## src/rtl/axi_ram_pkg.sv

```systemverilog
// Shared AXI constants and fill FSM state encoding for the axi_ram helpers.
package axi_ram_pkg;

    localparam logic [1:0] AXI_BURST_INCR = 2'b01;
    localparam logic [1:0] AXI_RESP_OKAY  = 2'b00;
    localparam int unsigned AXI_4K_BYTES  = 4096;

    typedef enum logic [2:0] {
        ST_IDLE,
        ST_AW,
        ST_W,
        ST_B,
        ST_DONE
    } fill_state_e;

endpackage

```

## src/rtl/axi_ram_fill_len.sv

```systemverilog
// Burst length calculator: min(remaining, MAX_BURST, words to next 4 KiB page).
module axi_ram_fill_len
    import axi_ram_pkg::*;
#(
    parameter int ADDR_WIDTH  = 16,
    parameter int STRB_WIDTH  = 4,
    parameter int LEN_WIDTH   = 8,
    parameter int COUNT_WIDTH = 16,
    parameter int MAX_BURST   = 16
) (
    input  logic [ADDR_WIDTH-1:0]  addr_i,
    input  logic [COUNT_WIDTH-1:0] rem_i,
    output logic [LEN_WIDTH-1:0]   len_o
);

    localparam int SZ = $clog2(STRB_WIDTH);
    localparam int CW = (COUNT_WIDTH > 13) ? COUNT_WIDTH + 1 : 14;

    logic [CW-1:0] rem_w;
    logic [CW-1:0] bnd_w;
    logic [CW-1:0] beats;

    assign rem_w = CW'(rem_i);

    generate
        if (ADDR_WIDTH >= 12) begin : g_bnd
            assign bnd_w = CW'((32'(AXI_4K_BYTES)
                           - 32'(addr_i & ADDR_WIDTH'(4095))) >> SZ);
        end else begin : g_nobnd
            assign bnd_w = '1;
        end
    endgenerate

    always_comb begin
        beats = rem_w;
        if (beats > CW'(MAX_BURST)) beats = CW'(MAX_BURST);
        if (beats > bnd_w) beats = bnd_w;
        len_o = LEN_WIDTH'(beats - CW'(1));
    end

endmodule

```

## src/rtl/axi_ram_fill.sv

```systemverilog
// AXI4 write-only region filler; AXI_RAM_FILL_INCR_EN selects incrementing data.
module axi_ram_fill
    import axi_ram_pkg::*;
#(
    parameter int DATA_WIDTH  = 32,
    parameter int ADDR_WIDTH  = 16,
    parameter int STRB_WIDTH  = DATA_WIDTH / 8,
    parameter int LEN_WIDTH   = 8,
    parameter int COUNT_WIDTH = 16,
    parameter int MAX_BURST   = 16
) (
    input  logic                   clk,
    input  logic                   rst_n,
    input  logic                   start,
    input  logic [ADDR_WIDTH-1:0]  base_addr,
    input  logic [COUNT_WIDTH-1:0] word_count,
    input  logic [DATA_WIDTH-1:0]  pattern,
    output logic                   busy,
    output logic                   done,
    output logic                   err,
    output logic [ADDR_WIDTH-1:0]  m_axi_awaddr,
    output logic [LEN_WIDTH-1:0]   m_axi_awlen,
    output logic [2:0]             m_axi_awsize,
    output logic [1:0]             m_axi_awburst,
    output logic                   m_axi_awvalid,
    input  logic                   m_axi_awready,
    output logic [DATA_WIDTH-1:0]  m_axi_wdata,
    output logic [STRB_WIDTH-1:0]  m_axi_wstrb,
    output logic                   m_axi_wlast,
    output logic                   m_axi_wvalid,
    input  logic                   m_axi_wready,
    input  logic [1:0]             m_axi_bresp,
    input  logic                   m_axi_bvalid,
    output logic                   m_axi_bready
);

    localparam int SZ = $clog2(STRB_WIDTH);

    fill_state_e            state_q;
    logic [ADDR_WIDTH-1:0]  awaddr_q, addr_d, len_addr;
    logic [COUNT_WIDTH-1:0] rem_q, rem_d, len_rem;
    logic [LEN_WIDTH-1:0]   awlen_q, beat_q, len_calc;
    logic [DATA_WIDTH-1:0]  wdata_q;
    logic busy_q, done_q, err_q;
    logic awvalid_q, wvalid_q, wlast_q, bready_q;

    // Next burst start, valid while in B; IDLE feeds the calculator from inputs.
    assign addr_d = awaddr_q
                  + ((ADDR_WIDTH'(awlen_q) + ADDR_WIDTH'(1)) << SZ);
    assign rem_d  = rem_q - (COUNT_WIDTH'(awlen_q) + COUNT_WIDTH'(1));

    assign len_addr = (state_q == ST_IDLE)
                    ? (base_addr & ~ADDR_WIDTH'(STRB_WIDTH - 1))
                    : addr_d;
    assign len_rem  = (state_q == ST_IDLE) ? word_count : rem_d;

    axi_ram_fill_len #(
        .ADDR_WIDTH  (ADDR_WIDTH),
        .STRB_WIDTH  (STRB_WIDTH),
        .LEN_WIDTH   (LEN_WIDTH),
        .COUNT_WIDTH (COUNT_WIDTH),
        .MAX_BURST   (MAX_BURST)
    ) u_len (
        .addr_i (len_addr),
        .rem_i  (len_rem),
        .len_o  (len_calc)
    );

    always_ff @(posedge clk or negedge rst_n) begin
        if (!rst_n) begin
            state_q   <= ST_IDLE;
            awaddr_q  <= '0;
            awlen_q   <= '0;
            beat_q    <= '0;
            rem_q     <= '0;
            wdata_q   <= '0;
            busy_q    <= 1'b0;
            done_q    <= 1'b0;
            err_q     <= 1'b0;
            awvalid_q <= 1'b0;
            wvalid_q  <= 1'b0;
            wlast_q   <= 1'b0;
            bready_q  <= 1'b0;
        end else begin
            done_q <= 1'b0;
            unique case (state_q)
                ST_IDLE: begin
                    if (start) begin
                        err_q    <= 1'b0;
                        busy_q   <= 1'b1;
                        rem_q    <= word_count;
                        wdata_q  <= pattern;
                        awaddr_q <= len_addr;
                        awlen_q  <= len_calc;
                        if (word_count == '0) begin
                            state_q <= ST_DONE;
                        end else begin
                            awvalid_q <= 1'b1;
                            state_q   <= ST_AW;
                        end
                    end
                end
                ST_AW: begin
                    if (m_axi_awready) begin
                        awvalid_q <= 1'b0;
                        wvalid_q  <= 1'b1;
                        beat_q    <= awlen_q;
                        wlast_q   <= (awlen_q == '0);
                        state_q   <= ST_W;
                    end
                end
                ST_W: begin
                    if (m_axi_wready) begin
`ifdef AXI_RAM_FILL_INCR_EN
                        wdata_q <= wdata_q + DATA_WIDTH'(1);
`endif
                        if (wlast_q) begin
                            wvalid_q <= 1'b0;
                            wlast_q  <= 1'b0;
                            bready_q <= 1'b1;
                            state_q  <= ST_B;
                        end else begin
                            beat_q  <= beat_q - LEN_WIDTH'(1);
                            wlast_q <= (beat_q == LEN_WIDTH'(1));
                        end
                    end
                end
                ST_B: begin
                    if (m_axi_bvalid) begin
                        bready_q <= 1'b0;
                        rem_q    <= rem_d;
                        if (m_axi_bresp != AXI_RESP_OKAY) err_q <= 1'b1;
                        if (rem_d == '0) begin
                            state_q <= ST_DONE;
                        end else begin
                            awaddr_q  <= len_addr;
                            awlen_q   <= len_calc;
                            awvalid_q <= 1'b1;
                            state_q   <= ST_AW;
                        end
                    end
                end
                ST_DONE: begin
                    done_q  <= 1'b1;
                    busy_q  <= 1'b0;
                    state_q <= ST_IDLE;
                end
                default: state_q <= ST_IDLE;
            endcase
        end
    end

    assign busy          = busy_q;
    assign done          = done_q;
    assign err           = err_q;
    assign m_axi_awaddr  = awaddr_q;
    assign m_axi_awlen   = awlen_q;
    assign m_axi_awsize  = 3'(SZ);
    assign m_axi_awburst = AXI_BURST_INCR;
    assign m_axi_awvalid = awvalid_q;
    assign m_axi_wdata   = wdata_q;
    assign m_axi_wstrb   = '1;
    assign m_axi_wlast   = wlast_q;
    assign m_axi_wvalid  = wvalid_q;
    assign m_axi_bready  = bready_q;

endmodule

```

## config.mk

```make
export PLATFORM = sky130hd
export DESIGN_NAME = axi_ram_fill
export DESIGN_NICKNAME = d
export VERILOG_FILES = /design/src/rtl/axi_ram_pkg.sv /design/src/rtl/axi_ram_fill_len.sv /design/src/rtl/axi_ram_fill.sv
export SDC_FILE = /design/constraint.sdc
export NUM_CORES = 1
export LEC_CHECK = 0
export CORE_MARGIN = 1.5
export CORE_UTILIZATION = 56
export CTS_CLUSTER_SIZE = 20
export DETAILED_ROUTE_END_ITERATION = 6
export PLACE_DENSITY = 0.91
export SLEW_MARGIN = 20
export SYNTH_ARGS = -nofsm -noshare
export SYNTH_HDL_FRONTEND = slang
export SYNTH_SLANG_ARGS = --single-unit
```

## constraint.sdc

```tcl
create_clock -name clk -period 8.8 [get_ports clk]
set_input_delay 1.32 -clock clk [delete_from_list [all_inputs] [get_ports clk]]
set_output_delay 1.32 -clock clk [all_outputs]
set_load 0.005 [all_outputs]
```

==> summary.md <==
| Metric | Value |
|---|---|
| Crit. End Element | flop |
| FF-to-FF End | m_axi_awlen[6] |
| Sequential area share after synthesis | between 30% and 40% |
| Critical path startpoint category | flop |
| I/O Buffers | 132 |
| Hold worst-path end | m_axi_wdata[9] |
| Row count | 38 |
| YS warnings | 0 |
| Ant diodes | 0 |
| Clk buf depth | 2 |
| HP Start | m_axi_wdata[9] |
| Clock Sink Count | 90 |
| Pwr/cell area | 477 nW/µm² |
| RSZ-0062 raised after global routing | false |
| Hold buffer count at CTS | 0 |
| Initial DRC Count | 460 |
| Clock skew | 0.00768 ns |
| CTS tree | built |
| Tightest Pin Transition | 0.922 ns |
| CTS Buf Count | 9 |
| Post_cts resized | 0 |
| Achievable Freq | 144 MHz |
| Largest net degree at the start of global routing | 68 |
| Worst-skew pair later-pin latency | 0.35 ns |
| Post-placement cell area | 7790 µm² |
| Setup Buffers After CTS | 0 |
| Top post-synthesis cells by area | dfrtp_1, nand2_1, ha_1, o21ai_0, nor2_1 |
| Max H-tree Level | 3 |
| Most frequent cell after synthesis | nand2_1 |
| Wirelength per Cell | 16.2 µm |
| R2R depth | 25 |
| Final setup TNS | 0 ns |
| Drt via density | 5.92 |
| Post-route ant nets | 0 |
| # IOs | about 140 |
| Yosys reg bits | 90 |
| Worst Path Arrival | 7.22 ns |
| Mapped Area | 6390 µm² |
| GPL Wtd Cong | 0.916 |
| Root Buffer | clkbuf_16 |
| Syn-to-layout area delta | 26.5% |
| Core Area | 11000 µm² |
| Initial antenna violation count | 0 |
| Final Hold Viols | 0 |
| Slew Limit Fails | 0 |
| WL final | 17.3 mm |
| Worst r2r src | m_axi_awlen[0] |
| Setup Crit Path Kind | flop to flop |
| Min-delay worst type | flop to flop |
| Status | completed |
| Final setup viols | 0 |
| Final Cell Area | between 8000 and 9000 µm² |
| HPWL after detailed placement | between 10 and 15 mm |
| R2R Setup Slk | 1.85 ns |
| Vias | 6324 |
| Leak | 3.54 nW |
| CP required | 9.06 ns |
| Max cap viols | 0 |
| Crit Path Max Fanout | 11 |
| Die area | 12100 µm² |
| Post-synth top area cell | dfrtp_1 |
| VDD IR max | 0.272 mV |
| Pre-Repair DR Iteration Count | 5 |
| Synth unique cells | 65 |
| Hold Path Stages | 2 |
| Worst slew margin | 38.2% |
| GRT Total Usage | ~30% |
| Tcrit/Tclk final | between 70% and 80% |
| Ys async rst share | 100% |
| Fill count | 811 |
| Gr ovfl total | 0 |
| First-pass GRT wire length | 28.1 mm |
| Die Y | 110 µm |
| Residual DRC | 0 |
| Top-area cell type share of the netlist area | 35.2% |
| EDFF count, synth | 0 |
| Net count, final | 1031 |
| Layout cells sized above 1 | 4.42% |
| Synthesized area per cell | 7.93 µm² |
| Initial Util | about 58% |
| Ys flop type | dfrtp_1 |
| Clk slew on worst S/H paths | ~0.06 ns |
| Synthesized instance count | 806 |
| Vias in the first global route | 5880 |
| DIE WIDTH | roughly 110 µm |
| Commonest cells in the netlist | nand2_1, dfrtp_1, nor2_1, o21ai_0, a21oi_1 |
| Post-route minimum period | approximately 7.0 ns |
[sequential cells by signal (all words and copies together) (netlist names)]
name	cells
m_axi_wdata	32
m_axi_awaddr	16
rem_q	16
beat_q	8
m_axi_awlen	8
state_q	3
busy	1
done	1
err	1
m_axi_awvalid	1
m_axi_bready	1
m_axi_wlast	1
m_axi_wvalid	1
[cells by family after synthesis]
family / share of synthesized area (%)
DFF: 35.2
muxes: 2.00
AOI/OAI and AO/OA: 23.0
adders and majority gates: 7.28
buffers and inverters: 4.62
other: 0.117
and+or+nand+nor: 24.4
xor gates and xnor gates: 3.42
[area by class of cell]
type | instances | area (µm²) | area share [%]
Multi-Input combinational cell | 660 | 3910 | 48.3
Sequential cell | 90 | 2250 | 27.8
Timing Repair Buffer | 139 | 1370 | 16.9
Clock buffer | 12 | 267 | 3.29
Tap cell | 140 | 175 | 2.16
Inverter | 23 | 86.3 | 1.07
Clock inverter | 4 | 32.5 | 0.402
[layer usage]
metal	global-route usage, %	wire length (µm)	up-vias
met2	48.0	8270	267
met3	6.46	1240	27
met4	9.74	291	0
li1	-	-	3069
met5	0	0	-
met1	40.1	7510	2961
[metrics by stage]
step	instances	util, %	power [mW]	worst slack, ns	hold slack (ns)
finish	1068	73.7	3.86	1.85	0.474
global route	1068	73.7	4.22	1.29	0.494
CTS	1068	73.6	3.81	1.94	0.478
detailed placement	1052	70.9	3.39	1.98	0.462
global placement	1052	70.9	3.32	2.21	0.456
floorplan	819	-	2.65	3.19	0.456
[critical path, stage by stage (launching register included)]
cell and delay (ns):
dfrtp_1 0.42, inv_1 0.13, ha_1 0.40, inv_1 0.11
fa_1 0.45, a211oi_2 0.35, o21ai_1 0.25, a2111oi_2 0.60
xnor2_1 0.22, o2111ai_1 0.18, nor4_1 0.37, o21ai_1 0.21
a21oi_1 0.23, ha_1 0.28, nor2b_1 0.13, o21ai_0 0.15
nand2b_1 0.08, a211oi_1 0.24, o21bai_1 0.12, a31oi_1 0.71
nor2_1 0.08, a21oi_1 0.17, ha_1 0.24, o21ai_0 0.14
or4_1 0.52, o221ai_1 0.08
[worst max path at each step]
stage | slack (ns) | startpoint | to
finish | 1.85 | m_axi_awlen[0] | m_axi_awlen[6]
detailed placement | 1.98 | m_axi_awlen[0] | m_axi_awlen[6]
global route | 1.29 | m_axi_awlen[4] | m_axi_awlen[6]
CTS | 1.94 | m_axi_awlen[0] | m_axi_awlen[6]
floorplan | 3.19 | m_axi_awlen[0] | m_axi_awlen[6]
global placement | 2.21 | m_axi_awlen[0] | m_axi_awlen[6]
[where the power goes]
part | leakage (nW) | switching [mW] | total [mW] | internal, mW
combinational | 2.31 | 1.50 | 2.67 | 1.16
sequential | 1.09 | 0.197 | 0.801 | 0.604
clock | 0.142 | 0.176 | 0.393 | 0.217
[cell usage in the layout (no fill, tap or decap), types with 3 or more instances in the layout]
master	n
o21a_1	8
nor2b_1	11
nor3_1	17
and2_1	8
clkdlybuf4s50_1	131
o21bai_1	3
nand3b_1	5
nor2_1	71
o21ai_0	65
and3_1	5
a31oi_1	10
nand3_1	13
xor2_1	7
a21oi_1	53
conb_1	15
mux2i_1	6
a22oi_1	7
o211ai_1	11
a211oi_1	12
or4_1	5
xnor2_1	18
buf_4	8
ha_1	34
dfrtp_1	90
o22ai_1	5
clkbuf_16	9
o22a_1	4
o21ai_1	5
clkbuf_8	3
a211o_1	4
a21o_1	11
mux2_2	6
o31ai_1	6
nor4_1	8
o221ai_1	3
nand2_1	164
nand2b_1	11
inv_1	23
or3_1	11
(Power assumes the default switching activity.)
